[src/rtl/reg_file_sb.sv]
// Register file with a per-register outstanding-write scoreboard; register 0 reads as zero and is untracked.
// Define REG_FILE_SB_BYPASS_EN to forward same-cycle write-back data (and a retiring busy) to the read ports.
module reg_file_sb #(
   parameter int DATA_W = 16,
   parameter int ADDR_W = 3,
   parameter int CNT_W  = 2
) (
   input  logic              clk,
   input  logic              rst,
   input  logic              wr_en,
   input  logic [ADDR_W-1:0] wr_addr,
   input  logic [DATA_W-1:0] wr_data,
   input  logic              issue_en,
   input  logic [ADDR_W-1:0] issue_dest,
   input  logic [ADDR_W-1:0] rd_addr_1,
   input  logic              rd_use_1,
   output logic [DATA_W-1:0] rd_data_1,
   output logic              busy_1,
   input  logic [ADDR_W-1:0] rd_addr_2,
   input  logic              rd_use_2,
   output logic [DATA_W-1:0] rd_data_2,
   output logic              busy_2,
   output logic              stall,
   output logic              issue_err,
   output logic              wb_err
);

   localparam int               DEPTH   = 1 << ADDR_W;
   localparam logic [CNT_W-1:0] CNT_MAX = {CNT_W{1'b1}};
   localparam logic [CNT_W-1:0] CNT_ONE = CNT_W'(1);

   // Entry 0 of both arrays is cleared by reset and never written, so it stays zero.
   logic [DATA_W-1:0] regs    [DEPTH];
   logic [CNT_W-1:0]  cnt     [DEPTH];
   logic [CNT_W-1:0]  cnt_nxt [DEPTH];
   logic [CNT_W+1:0]  step;
   logic              issue_err_nxt;
   logic              wb_err_nxt;

   // Saturating counter step; returns {issue_err, wb_err, next_count}.
   function automatic logic [CNT_W+1:0] cnt_step(input logic [CNT_W-1:0] c,
                                                 input logic inc,
                                                 input logic dec);
      logic [CNT_W-1:0] n;
      logic             ie;
      logic             we;
      n  = c;
      ie = 1'b0;
      we = 1'b0;
      if (inc && !dec) begin
         if (c == CNT_MAX) ie = 1'b1;
         else              n  = c + CNT_ONE;
      end else if (dec && !inc) begin
         if (c == '0) we = 1'b1;
         else         n  = c - CNT_ONE;
      end
      return {ie, we, n};
   endfunction

`ifdef REG_FILE_SB_BYPASS_EN
   // Write-through: a matching write-back this cycle supplies the data, and
   // retires the last outstanding write unless a new issue re-arms it.
   function automatic logic [DATA_W:0] read_port(input logic [ADDR_W-1:0] a,
                                                 input logic [DATA_W-1:0] stored,
                                                 input logic [CNT_W-1:0]  c);
      logic [DATA_W-1:0] d;
      logic              b;
      logic              hit;
      hit = wr_en && (wr_addr == a) && (a != '0);
      d   = (a == '0) ? '0 : stored;
      b   = (a != '0) && (c != '0);
      if (hit) begin
         d = wr_data;
         if ((c == CNT_ONE) && !(issue_en && (issue_dest == a))) b = 1'b0;
      end
      return {b, d};
   endfunction
`else
   function automatic logic [DATA_W:0] read_port(input logic [ADDR_W-1:0] a,
                                                 input logic [DATA_W-1:0] stored,
                                                 input logic [CNT_W-1:0]  c);
      logic [DATA_W-1:0] d;
      logic              b;
      d = (a == '0) ? '0 : stored;
      b = (a != '0) && (c != '0);
      return {b, d};
   endfunction
`endif

   always_comb begin
      issue_err_nxt = 1'b0;
      wb_err_nxt    = 1'b0;
      step          = '0;
      cnt_nxt[0]    = '0;
      for (int r = 1; r < DEPTH; r++) begin
         step = cnt_step(cnt[r],
                         issue_en && (issue_dest == ADDR_W'(r)),
                         wr_en && (wr_addr == ADDR_W'(r)));
         cnt_nxt[r]    = step[CNT_W-1:0];
         issue_err_nxt = issue_err_nxt | step[CNT_W+1];
         wb_err_nxt    = wb_err_nxt | step[CNT_W];
      end
   end

   always_ff @(posedge clk or posedge rst) begin
      if (rst) begin
         for (int r = 0; r < DEPTH; r++) begin
            regs[r] <= '0;
            cnt[r]  <= '0;
         end
         issue_err <= 1'b0;
         wb_err    <= 1'b0;
      end else begin
         for (int r = 0; r < DEPTH; r++) cnt[r] <= cnt_nxt[r];
         if (wr_en && (wr_addr != '0)) regs[wr_addr] <= wr_data;
         issue_err <= issue_err_nxt;
         wb_err    <= wb_err_nxt;
      end
   end

   always_comb begin
      {busy_1, rd_data_1} = read_port(rd_addr_1, regs[rd_addr_1], cnt[rd_addr_1]);
      {busy_2, rd_data_2} = read_port(rd_addr_2, regs[rd_addr_2], cnt[rd_addr_2]);
      stall               = (busy_1 & rd_use_1) | (busy_2 & rd_use_2);
   end

endmodule

[config.mk]
export PLATFORM = sky130hd
export DESIGN_NAME = reg_file_sb
export DESIGN_NICKNAME = d
export VERILOG_FILES = /design/src/rtl/reg_file_sb.sv
export SDC_FILE = /design/constraint.sdc
export NUM_CORES = 1
export LEC_CHECK = 0
export CAP_MARGIN = 5
export CORE_UTILIZATION = 62
export CTS_BUF_LIST = sky130_fd_sc_hd__clkbuf_4
export DETAILED_ROUTE_END_ITERATION = 7
export PLACE_DENSITY_LB_ADDON = 0.1
export SYNTH_ARGS = -nofsm -noshare
export SYNTH_HDL_FRONTEND = slang
export SYNTH_SLANG_ARGS = --single-unit
[constraint.sdc]
create_clock -name clk -period 7.9 [get_ports clk]
set_clock_uncertainty 0.15 [all_clocks]
set_input_delay 0.79 -clock clk [delete_from_list [all_inputs] [get_ports clk]]
set_output_delay 0.79 -clock clk [all_outputs]
set_load 0.02 [all_outputs]
After elaboration in Yosys (flattened, before gate mapping)
Cells that the tools add are included.

Add/sub/neg operators: 14. $mul: 0. Divide/modulo/power cells: 0. Magnitude comparators: 4. Equality and inequality tests: 35. Shifts and indexed selects: 0. Muxes and demuxes: 80. Bitwise gates (word level): 18. Reductions and logical operators: 74.

Operator list (count): bitwise mux 128 bit (1); 2-to-1 mux 16 bit (7); binary-select mux 16 bit (select 3 bit) (2); 2-to-1 mux 2 bit (32); demux 16 bit (select 3 bit) (1); 2-to-1 mux 1 bit (35); logical AND 1 bit (32); inequality test 2 bit, second input constant (14); equality test 3 bit, second input constant (8); AND reduction 3 bit (7); nonzero test 2 bit (9); adder 2 x 1 -> 2 bit, second input constant (7); equality test 2 bit, second input constant (7); logical NOT 1 bit (14); logical NOT 2 bit (7); subtractor 2 x 1 -> 2 bit, second input constant (7); bitwise OR 1 bit (13); binary-select mux 2 bit (select 3 bit) (2); equality test 3 x 2 -> 1 bit, second input constant (4); greater-or-equal comparator 4 bit, second input constant (3); inverter 3 -> 4 bit (3); nonzero test 3 bit (3); equality test 3 x 1 -> 1 bit, second input constant (2); logical NOT 3 bit (2); other kinds (2) (3).

Bits in registers: 144. Bits in latches: 0. Bits in writable memories: 0. Bits in read-only memories: 0. Input bits: 34. Output and inout bits: 37. Word-level logic and storage cells: 242. Memories: 0.

Depth between registers and ports, before layout
Gate-level depths: netlist of the first run.

Depth after elaboration: 12. Mapped depth: 9. Mapped depth without buffers: 7.

Least setup slack after synthesis of the first run
Ideal clock, no wire load.

Path kind: input to output. Start: in rd_addr_2[2]. End: out stall. Arrival time: 2.299 ns. Required time: 6.960 ns. Path slack: 4.661 ns. Stages on the path: 4. Path buffers: 1. Cell sequence: clkbuf_1 mux4_2 a22oi_1 a22o_1.

Longest elaborated chain between the ends: 8. Elaborated cells on any way between the ends: 9. Those cells by class: 3 x mux; 3 x bitwise; 3 x reduce/logical.

Ends and longest elaborated chain: from (decl) (line 19) `input logic [ADDR_W-1:0] rd_addr_2,`; inverter 3 -> 4 bit (implied by the code) (line 123) `{busy_2, rd_data_2} = read_port(rd_addr_2, regs[rd_addr_2], cnt[rd_addr_2]);`; binary-select mux 2 bit (select 3 bit) (line 123); 2-to-1 mux 2 bit (implied by the code) (2 in series) (line 123); nonzero test 2 bit (line 85) `b = (a != '0) && (c != '0);`; logical AND 1 bit * (line 85); named net busy_2 (line 22) `output logic busy_2,`; AND 1 bit * (line 124) `stall = (busy_1 & rd_use_1) | (busy_2 & rd_use_2);`; bitwise OR 1 bit * (line 124); to (decl) (line 23) `output logic stall,`.

Mark *: on every way through the listed nets, which the timed path passes. The rest lies on a longest branch. The select of a mux whose other input is x is not followed.

Final worst setup path of the first run
Start: in rd_addr_1[2]. End: out stall.

Longest elaborated chain between the ends: 8. Elaborated cells on any way between the ends: 9. Those cells by class: 3 x mux; 3 x bitwise; 3 x reduce/logical.

Ends and longest elaborated chain: from (decl) (line 15) `input logic [ADDR_W-1:0] rd_addr_1,`; inverter 3 -> 4 bit (implied by the code) (line 122) `{busy_1, rd_data_1} = read_port(rd_addr_1, regs[rd_addr_1], cnt[rd_addr_1]);`; binary-select mux 2 bit (select 3 bit) (line 122); 2-to-1 mux 2 bit (implied by the code) (2 in series) (line 122); nonzero test 2 bit (line 85); logical AND 1 bit * (line 85); AND 1 bit * (line 124); bitwise OR 1 bit * (line 124).

Every way passes the cells marked *; elsewhere a longest branch is shown, timed or not. The select of a mux whose other input is x is not followed.

==> reports/metrics.yaml, run 1 <==
crit-reg2reg-capture: "wb_err"
final_core_util_pct: 72.5
number_of_antenna_violations_at_the_first_check_in_global_routing: 0
hp-class: "flop to flop"
seq_area_frac_synth_pct: 44.0
final_max_slew_viol_count: 0
cts_max_level: 4
finalWorstPathRequiredPeriod_ps: 4770
grt_remaining_overflow: 0
detailedPlace.worstSlack_ps: 3200
critPathLaunchType: "primary input"
ys_ff_latch: 128
critical_path.max_fanout: 19
grt_setup_unrepaired: "false"
tritoncts: "built"
synth.avg_cell_area_sq_um: 11.8
drtPass1Iterations: 4
post-cts-setup-buffers: 0
maximum_number_of_pins_on_one_net_before_global_route_repair: 74
data_required_time_of_the_critical_path_ps: 6960
post_synth_instance_area_sq_mm: 0.00728
die_w_um: 110
synthesis.yosys.warnings: 0
synth.area.top_cells: "sky130_fd_sc_hd__dfrtp_1 (44%), sky130_fd_sc_hd__mux2_2 (20%), sky130_fd_sc_hd__mux4_2 (11%)"
fp.dieArea_sq_mm: 0.0122
remaining_drc_errors: 0
dieHeight_um: 110
finalSetupViolations: 0
timing.fmax_ghz: 0.210
synth_xor_area_share_pct: 0
total_power_mw: 1.89
timing_worst_setup_path_type: "primary input to output port"
setup_tns_ps: 0
clk_latency_ps: 530
yosys.area.top_type_share_pct: 44.0
nFillCells: 818
main_combinational_cell_family_by_area_after_synthesis: "multiplexers"
place.port_buffers: 70
final_layout_size_suffix_gt1_share_pct: 30.4
dp.final_hpwl_um: 10700
grt_first_pass_wirelength_um: 27700
hold-path-endpoint: "regs[15]"
synth_simple_gate_area_share_pct: 10.0
cts.root.buffer_cell: "sky130_fd_sc_hd__clkbuf_4"
setup_slack_ps: 3130
total_leakage_power_nw: 3.50
pwr_density_cell_mw_per_mm2: 228
clk_pin_slew_worst_paths_ps: 110
result_of_the_run: "finished clean"
synth-async-reset-ratio_pct: 100
timing.max_slew.rel_slack_pct: 35.2
irDropWorstVdd_uv: 166
groute.usage.overall_pct: 31.5
whs_path_depth: 2
synth_enable_flop_cells: 0
cp_data_arrival_time_ps: 3830
num_antenna_cells: 0
worst-slew-pin-transition_ps: 972
routed-via-count: 5304
worst_reg2reg_startpoint: "cnt[2]"
worstRegToRegCells: 4
postSynthNetCount: 667
grt_pass1_vias: 5433
final_net_count: 730
period_share_pct: 60.4
yosys.area_share.adder_pct: 2.41
timing.reg2reg.setup_slack_ps: 6490
core-area_sq_mm: 0.0114
floorplan.rows: 39
holdWs_ps: 356
drt-initial-drc-count: 344
clock_sinks: 128
via_per_inst: 6.34
final-hold-violation-count: 0
synthToLayoutAreaGrowth_pct: 13.7
synthesized_instance_count: 619
post_cts_hold_buffer_count: 0
finalWeightedCongestion: 0.821
post_cts.resized_instances: 0
drv_cap: 0
io_pins: 71
cts_made_buffers: 17
synth_compound_gate_area_share_pct: 7.85
drtAntennaViolNets: 0
synth.largest_area_cell: "sky130_fd_sc_hd__dfrtp_1"
starting_density_of_the_core_pct: 63.8
synth_cell_type_count: 38
setup.worst_path.end_class: "output port"
wl_per_cell_um: 21.2
hold_path_startpoint: "regs[15]"
synthMuxAreaShare_pct: 31.3
clockBufferDepth: 2
postRouteWirelength_um: 17800
ys.flop_type: "sky130_fd_sc_hd__dfrtp_1"
Yosys cell counts (15+ instances only):
library cell and n:
sky130_fd_sc_hd__mux4_2 34, sky130_fd_sc_hd__nor2_1 49, sky130_fd_sc_hd__dfrtp_1 128, sky130_fd_sc_hd__nor2b_1 18, sky130_fd_sc_hd__a21oi_1 17, sky130_fd_sc_hd__mux2_2 128, sky130_fd_sc_hd__inv_1 33, sky130_fd_sc_hd__buf_2 17
sky130_fd_sc_hd__a221oi_1 32, sky130_fd_sc_hd__clkbuf_1 15, sky130_fd_sc_hd__nand2_1 58
layout make-up:
cell class              instances  area, sq um  share of cell area [%]
multi-input cells             419         3760                    45.5
flip-flops and latches        128         3200                    38.7
repair buffers                 82          771                    9.31
well taps                     143          179                    2.16
clock buffers                  21          158                    1.91
inverters                      34          130                    1.57
clock inverters                10         71.3                   0.862
layer usage:
metal  vias up  part of all wire (%)  GRT usage, %  routed length [um]
li1       2389                     -             -                   -
met1      2718                    41          39.8                7350
met2       156                    51          52.6                9150
met3        41                   4.6          5.41                 826
met4         0                   2.5          15.3                 447
met5         -                     0             0                   0
through the flow:
step                area [sq um]  std cells
finish                      8270        837
global route                8270        837
CTS                         8270        837
detailed placement          8050        806
global placement            8050        806
floorplan                   7280        619
state kept, by name (all words and copies together), names as in the netlist:
name,cells
wb_err,1
cnt,14
issue_err,1
regs,112
layout by cell type, fill, tap and decap left out, types with 14 or more instances in the layout:
| master | count |
|---|---|
| sky130_fd_sc_hd__o21ai_0 | 14 |
| sky130_fd_sc_hd__inv_1 | 32 |
| sky130_fd_sc_hd__nand2_1 | 58 |
| sky130_fd_sc_hd__nor2b_1 | 17 |
| sky130_fd_sc_hd__dfrtp_1 | 128 |
| sky130_fd_sc_hd__mux2_2 | 128 |
| sky130_fd_sc_hd__clkdlybuf4s50_1 | 66 |
| sky130_fd_sc_hd__mux4_2 | 34 |
| sky130_fd_sc_hd__clkbuf_4 | 21 |
| sky130_fd_sc_hd__a221oi_1 | 32 |
| sky130_fd_sc_hd__ha_1 | 14 |
| sky130_fd_sc_hd__nor2_1 | 49 |
| sky130_fd_sc_hd__a21oi_1 | 17 |
where the power goes:
group          total [mW]  switching (mW)  leakage, nW  internal (mW)
sequential          0.930           0.126         1.53          0.804
clock               0.394           0.233        0.130          0.161
combinational       0.562           0.242         1.84          0.320
worst max-delay path: stages:
cell	delay (ps)
sky130_fd_sc_hd__clkdlybuf4s50_1	1100
sky130_fd_sc_hd__inv_1	630
sky130_fd_sc_hd__o31a_1	250
sky130_fd_sc_hd__a22oi_1	270
sky130_fd_sc_hd__a22o_1	190
sky130_fd_sc_hd__clkdlybuf4s50_1	590
logic make-up (layout without fill, tap and decap cells):
kind of cell / after synthesis / after routing
adders and majority gates: 14 / 14
and+or+nand+nor: 156 / 156
buffers and inverters: 72 / 147
AOI/OAI and AO/OA: 80 / 80
DFF: 128 / 128
muxes: 169 / 169
how the worst max path moves through the flow:
| stage | startpoint | end | slack [ps] | cells past startpoint |
|---|---|---|---|---|
| floorplan | rst | cnt[0] | 3550 | 1 |
| global placement | rd_addr_1[2] | stall | 3250 | 6 |
| detailed placement | rd_addr_1[2] | stall | 3200 | 6 |
| CTS | rd_addr_1[2] | stall | 3210 | 6 |
| global route | rd_addr_1[2] | stall | 3060 | 6 |
| finish | rd_addr_1[2] | stall | 3130 | 6 |
No activity file was read; power rests on OpenSTA's default activity.
==> inputs of run 2 (changes only) <==
Settings changed: CORE_UTILIZATION 62 to 59.
Clock period 7.9 ns to 4.5 ns, I/O delays scaled along.
==> reports/metrics.yaml, run 2 (synthesis results as in run 1) <==
result_of_the_run: "finished clean"
clk_latency_ps: 550  # +20 ps
largest_register: "regs"
nFillCells: 911  # +11%
pwr_density_cell_mw_per_mm2: 422  # +85%
cts_max_level: 4  # unchanged
grt_setup_unrepaired: "false"
final_max_slew_viol_count: 0  # unchanged
placed_cells_incl_taps: 818  # +1.5%
via_per_inst: 6.33  # -0.11%
place.port_buffers: 70  # unchanged
net-switching-power_mw: 1.10  # +82%
final_layout_size_suffix_gt1_share_pct: 31.6  # +1.2 points
dp.final_hpwl_um: 11800  # +9.6%
data_required_time_of_the_critical_path_ps: 3900  # -3060 ps
post_cts.resized_instances: 0  # unchanged
io_pins: 71  # unchanged
clk_pin_slew_worst_paths_ps: 120  # about the same
hp-class: "primary input to async pin"
worstPathCellList: "nor2_1 > mux4_2 > a22oi_1 > a22o_1 > clkdlybuf4s50_1"
timing.fmax_ghz: 0.307
clockBufferDepth: 2  # unchanged
core-area_sq_mm: 0.0120  # +5.2%
final_net_count: 738  # +1.1%
finalWorstPathRequiredPeriod_ps: 3260
grt_pass1_vias: 5602  # +3.1%
timing.max_slew.rel_slack_pct: 33.8  # -1.4 points
clock_sinks: 128  # unchanged
dieHeight_um: 113  # +2.5%
grt_first_pass_wirelength_um: 29500  # +6.6%
wl_per_cell_um: 21.5  # +1.2%
cp_data_arrival_time_ps: 2660  # -1170 ps
final-hold-violation-count: 0  # unchanged
pwr-share-clk_pct: 26.3  # +5.4 points
largest_register_ffs: 112  # unchanged
final_cell_mix: "sky130_fd_sc_hd__mux2_2 (128), sky130_fd_sc_hd__dfrtp_1 (128), sky130_fd_sc_hd__clkdlybuf4s50_1 (66), sky130_fd_sc_hd__nand2_1 (58), sky130_fd_sc_hd__nor2_1 (49)"
critical_path.max_fanout: 6  # -13
finalWeightedCongestion: 0.828  # +0.89%
period_share_pct: 72.4
fp.dieArea_sq_mm: 0.0128  # +5.0%
fin_cells: 849  # +1.4%
tritoncts: "built"
irDropWorstVdd_uv: 372  # +120%
drtPass1Iterations: 5  # +1
power.share.sequential_pct: 45.9  # -3.4 points
grt_remaining_overflow: 0  # unchanged
swShare_pct: 30.7  # -1.1 points
post_cts_hold_buffer_count: 0  # unchanged
worst_path_max_stage_delay_ps: 590  # -510 ps
drt-initial-drc-count: 416  # +21%
drtAntennaViolNets: 0  # unchanged
floorplan.rows: 40  # +2.6%
setup_tns_ps: 0  # unchanged
stdcell_area_sq_mm: 0.00845  # +2.1%
share_comb_of_total_power_pct: 27.8  # -2.0 points
finalSetupViolations: 0  # unchanged
timing_worst_setup_path_type: "flop to output port"
reg_top3: "regs: 112 flops, cnt: 14 flops"
groute.usage.overall_pct: 31.3  # -0.12 points
num_antenna_cells: 0  # unchanged
critical_path.n_buffers_inverters: 1  # -2
starting_density_of_the_core_pct: 60.6  # -3.1 points
cts_made_buffers: 17  # unchanged
remaining_drc_errors: 0  # unchanged
setup.worst_path.end_class: "output port"
cts.root.buffer_cell: "sky130_fd_sc_hd__clkbuf_4"
critPathLaunchType: "flop"
drv_cap: 0  # unchanged
post-cts-setup-buffers: 0  # unchanged
postRouteWirelength_um: 18200  # +2.6%
post_dp_cell_area_sq_mm: 0.00811  # +0.78%
synthToLayoutAreaGrowth_pct: 16.1
worst-slew-pin-transition_ps: 993  # +21.3 ps
die_w_um: 113  # +2.5%
routed-via-count: 5374  # +1.3%
total_leakage_power_nw: 3.59  # +2.5%
maximum_number_of_pins_on_one_net_before_global_route_repair: 81  # +9.5%
critPathTopFamily: "buffers and inverters"
number_of_antenna_violations_at_the_first_check_in_global_routing: 0  # unchanged
cpMaxStageDelayCell: "sky130_fd_sc_hd__clkdlybuf4s50_1"
p_int_mw: 2.47  # +92%
[run 2: cell type report]
type                       count  area, sq um  share of cell area [%]
clock inverter                14          215                    2.55
inverter                      34          130                    1.54
tap                          147          184                    2.18
multi-input combinational    419         3760                    44.5
sequential                   128         3200                    37.9
clock buffer                  17          128                    1.51
timing repair buffer          90          831                    9.83
[run 2: final timing paths]
| path | startpoint | end | slack, ps | cells after the start |
|---|---|---|---|---|
| max | cnt[0] | stall | 1240 | 5 |
| min | rst | regs[35] | 320 | 2 |
| max reg2reg | cnt[2] | wb_err | 3070 | 4 |
| min reg2reg | regs[6] | regs[6] | 360 | 2 |
| max in group asynchronous | rst | regs[80] | 2930 | 3 |
| min in group clk | regs[6] | regs[6] | 360 | 2 |
[run 2: metal layers]
layer	GRT usage (%)	part of all wire, %	vias to the layer above
met5	0	0	-
met4	14.9	2.6	0
met3	5.57	5.9	38
met2	51.9	50	207
met1	40.4	42	2722
li1	-	-	2407
[run 2: power by group through the flow]
stage / registers, mW / clock network, mW / logic (mW)
detailed placement: 1.65 / 0 / 0.993
floorplan: 1.58 / 0 / 0.711
finish: 1.64 / 0.936 / 0.992
global route: 1.67 / 0.999 / 1.08
CTS: 1.63 / 0.952 / 0.998
global placement: 1.62 / 0 / 0.956
[run 2: stage by stage]
step	setup WS, ps	hold WS (ps)	utilization [%]	total power [mW]
2_1_floorplan	487	307	-	2.30
3_3_place_gp	1240	323	67.5	2.58
3_5_place_dp	1250	331	67.5	2.64
4_1_cts	1230	335	70.4	3.58
5_1_grt	1110	391	70.4	3.75
6_report	1240	325	70.4	3.57
==> inputs of run 3 (changes only) <==
Clock period 4.5 ns to 3.36 ns, I/O delays scaled along.
==> reports/metrics.yaml, run 3 (synthesis results as in run 1) <==
result_of_the_run: "finished clean"
post_cts_hold_buffer_count: 0  # unchanged
core-area_sq_mm: 0.0120  # unchanged
routed-via-count: 5366  # -0.15%
cts.root.buffer_cell: "sky130_fd_sc_hd__clkbuf_4"
cts_max_level: 4  # unchanged
power.share.sequential_pct: 49.3  # +3.4 points
p_int_mw: 3.03  # +23%
final_max_slew_viol_count: 0  # unchanged
pwr-share-clk_pct: 20.8  # -5.5 points
net-switching-power_mw: 1.41  # +29%
finalWeightedCongestion: 0.809  # -2.3%
largest_register: "regs"
clk_latency_ps: 520  # -30 ps
finalWorstPathRequiredPeriod_ps: 3030
drv_cap: 0  # unchanged
pwr_density_cell_mw_per_mm2: 530  # +26%
post_cts.resized_instances: 0  # unchanged
met2RoutedLength_um: 8810  # -3.3%
total_power_mw: 4.44  # +25%
grt_remaining_overflow: 0  # unchanged
drtAntennaViolNets: 0  # unchanged
total_leakage_power_nw: 3.55  # -1.2%
worstPathCellList: "nor2_1 > mux4_2 > a22oi_1 > a22o_1 > clkdlybuf4s50_1"
maximum_number_of_pins_on_one_net_before_global_route_repair: 129  # +59%
setup_tns_ps: 0  # unchanged
critical_path.n_buffers_inverters: 1  # unchanged
dieHeight_um: 113  # unchanged
share_comb_of_total_power_pct: 29.9  # +2.1 points
cp_data_arrival_time_ps: 2540  # -120 ps
placed_cells_incl_taps: 818  # unchanged
swShare_pct: 31.8  # +1.1 points
startpoint: "cnt[0]"
worst_path_max_stage_delay_ps: 590  # about the same
starting_density_of_the_core_pct: 60.6  # unchanged
nFillCells: 897  # -1.5%
reg_top3: "regs: 112 flops, cnt: 14 flops"
dp.final_hpwl_um: 11400  # -2.9%
critPathTopFamily: "buffers and inverters"
hp-class: "primary input to async pin"
worst-slew-pin-transition_ps: 1000  # +10.8 ps
final_core_util_pct: 69.7  # -0.64 points
timing_worst_setup_path_type: "flop to output port"
dr.max_layer_used: "met4"
timing.max_slew.rel_slack_pct: 32.9  # -0.86 points
detailroute.wirelength.met3_um: 1150  # +7.5%
largest_register_ffs: 112  # unchanged
period_share_pct: 90.0
setup.worst_path.end_class: "output port"
clockBufferDepth: 2  # unchanged
final_cell_mix: "sky130_fd_sc_hd__mux2_2 (128), sky130_fd_sc_hd__dfrtp_1 (128), sky130_fd_sc_hd__clkdlybuf4s50_1 (66), sky130_fd_sc_hd__nand2_1 (58), sky130_fd_sc_hd__nor2_1 (49)"
groute.usage.overall_pct: 30.6  # -0.79 points
grt_setup_unrepaired: "false"
clock_sinks: 128  # unchanged
remaining_drc_errors: 0  # unchanged
grt_first_pass_wirelength_um: 29200  # -1.1%
cts_made_buffers: 17  # unchanged
irDropWorstVdd_uv: 378  # +1.6%
io_pins: 71  # unchanged
grt_pass1_vias: 5477  # -2.2%
cpMaxStageDelayCell: "sky130_fd_sc_hd__clkdlybuf4s50_1"
drt-initial-drc-count: 397  # -4.6%
final_net_count: 738  # unchanged
num_antenna_cells: 0  # unchanged
data_required_time_of_the_critical_path_ps: 2870  # -1030 ps
critPathLaunchType: "flop"
fp.dieArea_sq_mm: 0.0128  # unchanged
number_of_antenna_violations_at_the_first_check_in_global_routing: 0  # unchanged
finalSetupViolations: 0  # unchanged
postRouteWirelength_um: 18100  # -0.80%
final_layout_size_suffix_gt1_share_pct: 31.1  # -0.53 points
worst_reg2reg_startpoint: "cnt[3]"
post-cts-setup-buffers: 0  # unchanged
drt-met1-wl_um: 7800  # +2.9%
wl_per_cell_um: 21.3  # -0.68%
clk_pin_slew_worst_paths_ps: 110  # about the same
synthToLayoutAreaGrowth_pct: 15.0
via_per_inst: 6.33  # about the same
drtPass1Iterations: 5  # unchanged
floorplan.rows: 40  # unchanged
place.port_buffers: 70  # unchanged
critical_path.max_fanout: 6  # unchanged
die_w_um: 113  # unchanged
final-hold-violation-count: 0  # unchanged
timing.fmax_ghz: 0.331
fin_cells: 848  # -0.12%
tritoncts: "built"
-- run 3: power groups by stage --
| stage | Sequential [mW] | Clock, mW | Combinational, mW |
|---|---|---|---|
| detailed placement | 2.21 | 0 | 1.33 |
| finish | 2.19 | 0.922 | 1.33 |
| global placement | 2.17 | 0 | 1.28 |
| floorplan | 2.12 | 0 | 0.952 |
| CTS | 2.18 | 0.941 | 1.34 |
| global route | 2.24 | 1.00 | 1.44 |
-- run 3: through the flow --
step	hold WS (ps)	worst slack, ps	instance area (sq um)
detailed placement	337	497	8150
global placement	320	481	8150
floorplan	291	1030	7280
CTS	224	332	8370
finish	150	335	8370
global route	220	164	8370
-- run 3: worst reg2reg max path: cells and delay by family, from the launching register on --
family,cells,cell delay [ps]
simple gates,4,760
flops,1,440
-- run 3: path summary, 6_finish.rpt --
kind / slack (ps) / end / cells past startpoint
worst min-delay path: 150 / regs[4] / 3
worst max register to register: 1960 / wb_err / 4
worst max-delay path: 330 / stall / 5
max in group asynchronous: 2330 / regs[60] / 3
min in group clk: 350 / regs[1] / 3
worst min register to register: 360 / regs[15] / 2
-- run 3: layer usage --
metal | GRT usage (%) | vias to the layer above
met2 | 48.8 | 209
met4 | 9.65 | 0
met1 | 41.2 | 2714
met5 | 0 | -
li1 | - | 2411
met3 | 7.98 | 32
-- run 3: cell type report --
type / count / area, sq um / share of cell area (%)
clock buffer: 21 / 158 / 1.88
clock inverter: 9 / 70.1 / 0.837
inverter: 34 / 131 / 1.57
multi-input combinational: 419 / 3760 / 44.9
sequential: 128 / 3200 / 38.2
tap: 147 / 184 / 2.20
timing repair buffer: 90 / 868 / 10.4
